===== src/rtl/arbiter_types.sv =====
// Shared types and constants for the memory-port arbiter and the caches it serves.
package arbiter_types;

    localparam int LINE_W       = 256;
    localparam int ADDR_W       = 32;
    localparam int STARVE_CNT_W = 4;

    typedef enum logic [1:0] {
        IDLE    = 2'd0,
        SERVE_I = 2'd1,
        SERVE_D = 2'd2,
        DONE    = 2'd3
    } arb_state_t;

endpackage


===== src/rtl/arb_starve_counter.sv =====
// Counts consecutive D-side grants made while the I-side waits; saturates at LIMIT.
module arb_starve_counter
    import arbiter_types::*;
#(
    parameter int LIMIT = 4
) (
    input  logic clk,
    input  logic rst_n,
    input  logic inc,
    input  logic clr,
    output logic at_limit
);

    localparam logic [STARVE_CNT_W-1:0] LIMIT_C = STARVE_CNT_W'(LIMIT);

    logic [STARVE_CNT_W-1:0] count_q;

    always_ff @(posedge clk or negedge rst_n) begin
        if (!rst_n) begin
            count_q <= '0;
        end else if (clr) begin
            count_q <= '0;
        end else if (inc && (count_q != LIMIT_C)) begin
            count_q <= count_q + STARVE_CNT_W'(1);
        end
    end

    assign at_limit = (count_q == LIMIT_C);

endmodule


===== src/rtl/mem_arbiter.sv =====
// Shares one memory line port between I-cache refills and D-cache misses/writebacks,
// favouring D-side while guaranteeing I-side progress through a starvation limit.
module mem_arbiter
    import arbiter_types::*;
#(
    parameter int LINE_WIDTH   = LINE_W,
    parameter int ADDR_WIDTH   = ADDR_W,
    parameter int STARVE_LIMIT = 4
) (
    input  logic                  clk,
    input  logic                  rst_n,
    input  logic                  i_read,
    input  logic [ADDR_WIDTH-1:0] i_address,
    output logic [LINE_WIDTH-1:0] i_rdata,
    output logic                  i_resp,
    input  logic                  d_read,
    input  logic                  d_write,
    input  logic [ADDR_WIDTH-1:0] d_address,
    input  logic [LINE_WIDTH-1:0] d_wdata,
    output logic [LINE_WIDTH-1:0] d_rdata,
    output logic                  d_resp,
    output logic                  mem_read,
    output logic                  mem_write,
    output logic [ADDR_WIDTH-1:0] mem_address,
    output logic [LINE_WIDTH-1:0] mem_wdata,
    input  logic [LINE_WIDTH-1:0] mem_rdata,
    input  logic                  mem_resp,
    output logic                  grant_d
);

    arb_state_t            state_q, state_d;
    logic [ADDR_WIDTH-1:0] addr_q;
    logic [LINE_WIDTH-1:0] wdata_q;
    logic                  write_q;

    logic d_req, pick_d, pick_i;
    logic starve_at_limit, cnt_inc, cnt_clr;
    logic serving;

    assign d_req = d_read | d_write;

    always_comb begin
        state_d = state_q;
        pick_d  = 1'b0;
        pick_i  = 1'b0;
        case (state_q)
            IDLE: begin
                // D wins unless I has already been passed over STARVE_LIMIT times
                pick_d = d_req && !(i_read && starve_at_limit);
                pick_i = !pick_d && i_read;
                if (pick_d) begin
                    state_d = SERVE_D;
                end else if (pick_i) begin
                    state_d = SERVE_I;
                end
            end
            SERVE_I, SERVE_D: begin
                if (mem_resp) begin
                    state_d = DONE;
                end
            end
            DONE:    state_d = IDLE;
            default: state_d = IDLE;
        endcase
    end

    always_ff @(posedge clk or negedge rst_n) begin
        if (!rst_n) begin
            state_q <= IDLE;
        end else begin
            state_q <= state_d;
        end
    end

    // Request is captured at grant so requesters may not disturb an in-flight transfer
    always_ff @(posedge clk or negedge rst_n) begin
        if (!rst_n) begin
            addr_q  <= '0;
            wdata_q <= '0;
            write_q <= 1'b0;
        end else if (pick_d) begin
            addr_q  <= d_address;
            write_q <= d_write;
            if (d_write) begin
                wdata_q <= d_wdata;
            end
        end else if (pick_i) begin
            addr_q  <= i_address;
            write_q <= 1'b0;
        end
    end

    assign cnt_inc = pick_d & i_read;
    assign cnt_clr = (pick_d & ~i_read) | pick_i;

    arb_starve_counter #(
        .LIMIT(STARVE_LIMIT)
    ) u_starve (
        .clk     (clk),
        .rst_n   (rst_n),
        .inc     (cnt_inc),
        .clr     (cnt_clr),
        .at_limit(starve_at_limit)
    );

    assign serving     = (state_q == SERVE_I) || (state_q == SERVE_D);
    assign mem_read    = serving & ~write_q;
    assign mem_write   = serving & write_q;
    assign mem_address = addr_q;
    assign mem_wdata   = wdata_q;
    assign grant_d     = (state_q == SERVE_D);

    assign i_resp  = (state_q == SERVE_I) & mem_resp;
    assign d_resp  = (state_q == SERVE_D) & mem_resp;
    assign i_rdata = mem_rdata;
    assign d_rdata = mem_rdata;

endmodule


===== config.mk =====
export PLATFORM = sky130hd
export DESIGN_NAME = mem_arbiter
export DESIGN_NICKNAME = d
export VERILOG_FILES = /design/src/rtl/arbiter_types.sv /design/src/rtl/arb_starve_counter.sv /design/src/rtl/mem_arbiter.sv
export SDC_FILE = /design/constraint.sdc
export NUM_CORES = 1
export LEC_CHECK = 0
export BUFFER_PORTS_ARGS = -buffer_cell sky130_fd_sc_hd__buf_2
export CAP_MARGIN = 20
export CORE_AREA = 2 2 533 535
export CTS_CLUSTER_SIZE = 12
export DETAILED_ROUTE_END_ITERATION = 8
export DIE_AREA = 0 0 535 537
export SYNTH_ARGS = -nofsm -noshare
export SYNTH_HDL_FRONTEND = slang
export SYNTH_SLANG_ARGS = --single-unit
export TNS_END_PERCENT = 1

===== constraint.sdc =====
create_clock -name clk -period 3.42 [get_ports clk]
set_input_delay 0.342 -clock clk [delete_from_list [all_inputs] [get_ports clk]]
set_output_delay 0.342 -clock clk [all_outputs]
set_load 0.02 [all_outputs]

==> metrics.md <==
| Metric | Value |
|---|---|
| Post-CTS setup buffer count | 0 |
| Post-synthesis share of cell area spent on and, or, nand and nor gates | 2.08% |
| CTS sink cnt | 295 |
| Half-perimeter wire length after placement | approximately 130 mm |
| Via count of the first global-routing pass | 12300 |
| Maximum number of pins on one net before global-route repair | 84 |
| Total Die Area | between 0.2 and 0.3 mm2 |
| Combinational family with the most area after synthesis | buffers and inverters |
| Synth unique cells | 28 |
| Overall power consumption | 22.5 mW |
| Clock skew after layout | 18.5 ps |
| Critical Path Fanout Max | 14 |
| I/O pin total | ~1400 |
| Number of max-slew violations in the final report | 0 |
| Setup violation total in the final timing report | 0 |
| Actual slew at the worst max-slew pin | ~1000 ps |
| Placed Instance Area | 0.0192 mm2 |
| Post-route worst hold slack | 226 ps |
| Unrepaired setup endpoints after global routing | false |
| Per-cell routed wire length | 26.6 um |
| Synth Area in XOR/XNOR | 0% |
| Antenna violations before repair | around 110 |
| Post-synth top cells | sky130_fd_sc_hd__buf_4, sky130_fd_sc_hd__dfrtp_1, sky130_fd_sc_hd__mux2_2 |
| Net count after synthesis | approximately 1800 |
| # nets final | 2249 |
| Post-Route Setup TNS | 0 ps |
| Class of the tightest hold or removal check | primary input to register |
| Share of cells above drive strength 1 | 57.1% |
| Post-synth ARST share | 100% |
| FILL cells | 32500 |
| Vias/cell | 2.12 |
| Floorplan core area | 0.281 mm2 |
| Top post-synthesis cells by area | sky130_fd_sc_hd__dfrtp_1, sky130_fd_sc_hd__buf_4, sky130_fd_sc_hd__mux2_2, sky130_fd_sc_hd__a221o_1, sky130_fd_sc_hd__buf_6 |
| Aggregate global routing overflow | 0 |
| Leakage power figure | between 9 and 10 nW |
| Data arrival at the endpoint of the critical path | roughly 3600 ps |
| Std cell rows | slightly below 200 |
| Critical-path cell with the highest stage delay | sky130_fd_sc_hd__and2_2 |
| Number of endpoints with negative hold slack in the final report | 0 |
| Post-synth top flop | sky130_fd_sc_hd__dfrtp_1 |
| Worst Setup End Kind | register |
| Number of buffers added on ports | 618 |
| End-of-flow core utilization | 8.47% |
| Clock latency on the worst-skew pair | 640 ps |
| Max_cap viols | 0 |
| Deepest clock path buffer count | 3 |
| Minimum clock period after layout | 3000 ps |
| Mapped Area | 0.0153 mm2 |
| Routability Congestion | 0.760 |
| First-pass GRT wire length | 169 mm |
| Overall Global Routing Usage | 9.66% |
| Top delay family on crit path | buffers and inverters |
| Area fraction of the dominant cell type after synthesis | about half |
| Compound-gate portion of the synthesized area | under 10% |
| Root buf cell | sky130_fd_sc_hd__clkbuf_16 |
| Clock input transition at the sequential cells of the worst setup and hold paths | around 60 ps |
| Layout overhead on the synthesized area | 55.6% |
| Cell count after synthesis | 1213 |
| Endpoint required time on the critical path | slightly below 4000 ps |
| Vert. Die Dim | 537 um |
| Total vias in the final route | roughly 12000 |
| Outcome | completed |
| Most common cell in the netlist | sky130_fd_sc_hd__buf_4 |
| Flop-to-flop setup slack | 420 ps |
| Seq/Total Area, Yosys | 48.2% |
| Pwr Density | about 940 mW/mm2 |
| Buf+Inv Stages, Crit Path | 3 |
| Number of enable-type register cells in the synthesized netlist | 0 |
| Peak supply drop | 0.502 mV |
| Cts bufs inserted | 40 |
| Slew headroom | 33.6% |
| Total length of routed wires | 145 mm |
| Initial Util | 5.44% |
| Initial DRT Pass Iterations | 4 |
| Synthesis Warnings | 0 |
| CTS tree | yes |
| Ordered cell list for the critical path | inv_1 -> ha_1 -> and3b_2 -> a21oi_2 -> and2_2 -> buf_4 -> a221o_1 -> dlygate4sd3_1 |
| Initial drt markers | 616 |
| Antenna violation net count after detailed routing | 0 |
| Residual DRC | 0 |
| Synth Area per Inst | 12.6 um2 |
| Multiplexer share of the synthesized area | 18.8% |
| Path type of the worst setup path | register to register |
| Die width | 535 um |
| Cell type with the highest aggregate area in the netlist | sky130_fd_sc_hd__dfrtp_1 |
| Maximum clock frequency | approximately 330 MHz |
| Post-synthesis adder-cell area fraction | 0.490% |
| Period utilisation layout | 87.7% |
| Non-Filler Cell Area, Final | 0.0238 mm2 |
| Post-synthesis register bit count | 295 |
| Critical Path Max Stage Delay | 660 ps |
| Startpoint class of the critical path | register |
| Maximum level of the CTS H-tree | 2 |
[flip-flops by register name, indices dropped and copies added, names as in the netlist]
register	cells
mem_wdata	256
mem_address	32
u_starve.count_q	4
state_q	2
write_q	1
[worst reg2reg max path: stages, from the launching register on]
cell	delay, ps
sky130_fd_sc_hd__dfrtp_1	420
sky130_fd_sc_hd__inv_1	60
sky130_fd_sc_hd__ha_1	180
sky130_fd_sc_hd__and3b_2	260
sky130_fd_sc_hd__a21oi_2	260
sky130_fd_sc_hd__and2_2	660
sky130_fd_sc_hd__buf_4	350
sky130_fd_sc_hd__a221o_1	170
sky130_fd_sc_hd__dlygate4sd3_1	560
[area by class of cell]
type | count | area [um2] | area share [%]
multi-input combinational | 364 | 3750 | 15.8
sequential | 295 | 7380 | 31.0
antenna | 14 | 35.0 | 0.147
clock inverter | 21 | 274 | 1.15
tap | 3743 | 4680 | 19.7
timing repair buffer | 956 | 6560 | 27.5
inverter | 4 | 15.0 | 0.0630
clock buffer | 52 | 1130 | 4.73
[cells in the final DEF, fill, tap and decap left out, drive strengths merged]
master,netlist,routed
buf,547,634
dlygate4sd3,0,322
dfrtp,295,295
mux2,256,256
clkbuf,3,52
and2,37,37
a221o,33,33
diode,0,14
clkinv,0,13
nand2,6,6
ha,6,6
nor2,6,6
inv,4,5
bufinv,0,4
clkinvlp,0,3
a21oi,3,3
nor2b,2,2
a32o,2,2
o221ai,2,2
and3b,1,1
o31ai,1,1
nor4b,1,1
o41ai,1,1
o21ba,1,1
nand2b,1,1
a311oi,1,1
o21ai,1,1
a21o,1,1
nand3,1,1
a31o,1,1
[kinds of logic (layout without fill, tap and decap cells)]
| family | count (synthesis) | in the layout |
|---|---|---|
| buffers and inverters | 554 | 1033 |
| AOI/OAI and AO/OA | 47 | 47 |
| adders and majority gates | 6 | 6 |
| other | 0 | 14 |
| muxes | 256 | 256 |
| and+or+nand+nor | 55 | 55 |
| DFF | 295 | 295 |
[routing by layer]
metal  track usage, %  share of wire [%]  wire, um  vias up
li1                 -                  -         -     4475
met1             6.68                 24     34500     5290
met2             14.4                 42     60400     1212
met3             12.3                 28     40600      555
met4             4.97                6.3      9070        6
met5            0.806               0.21       310        -
[final timing paths]
kind | startpoint | to | cells after the start
max | u_starve.count_q[0] | mem_address[12] | 8
min | i_read | u_starve.count_q[0] | 3
max reg2reg | u_starve.count_q[0] | mem_address[12] | 8
min reg2reg | mem_wdata[142] | mem_wdata[142] | 1
max in group asynchronous | rst_n | mem_wdata[75] | 3
min in group asynchronous | rst_n | mem_address[15] | 2
[where the power goes]
| part | total, mW | internal [mW] | switching (mW) |
|---|---|---|---|
| Sequential | 6.28 | 5.29 | 0.989 |
| Clock | 4.60 | 2.66 | 1.95 |
| Combinational | 11.6 | 3.93 | 7.66 |
[stage by stage]
| step | setup WS, ps | cells |
|---|---|---|
| floorplan | 1570 | 1213 |
| global placement | 1000 | 5040 |
| detailed placement | 940 | 5040 |
| CTS | 388 | 5435 |
| global route | 261 | 5440 |
| finish | 420 | 5449 |
[timing repair]
action	4_1_cts	5_1_grt
setup endpoints to repair	0	0
gates resized for setup	0	0
hold endpoints to repair	365	0
hold buffers	322	0
No activity file was read; power rests on OpenSTA's default activity.
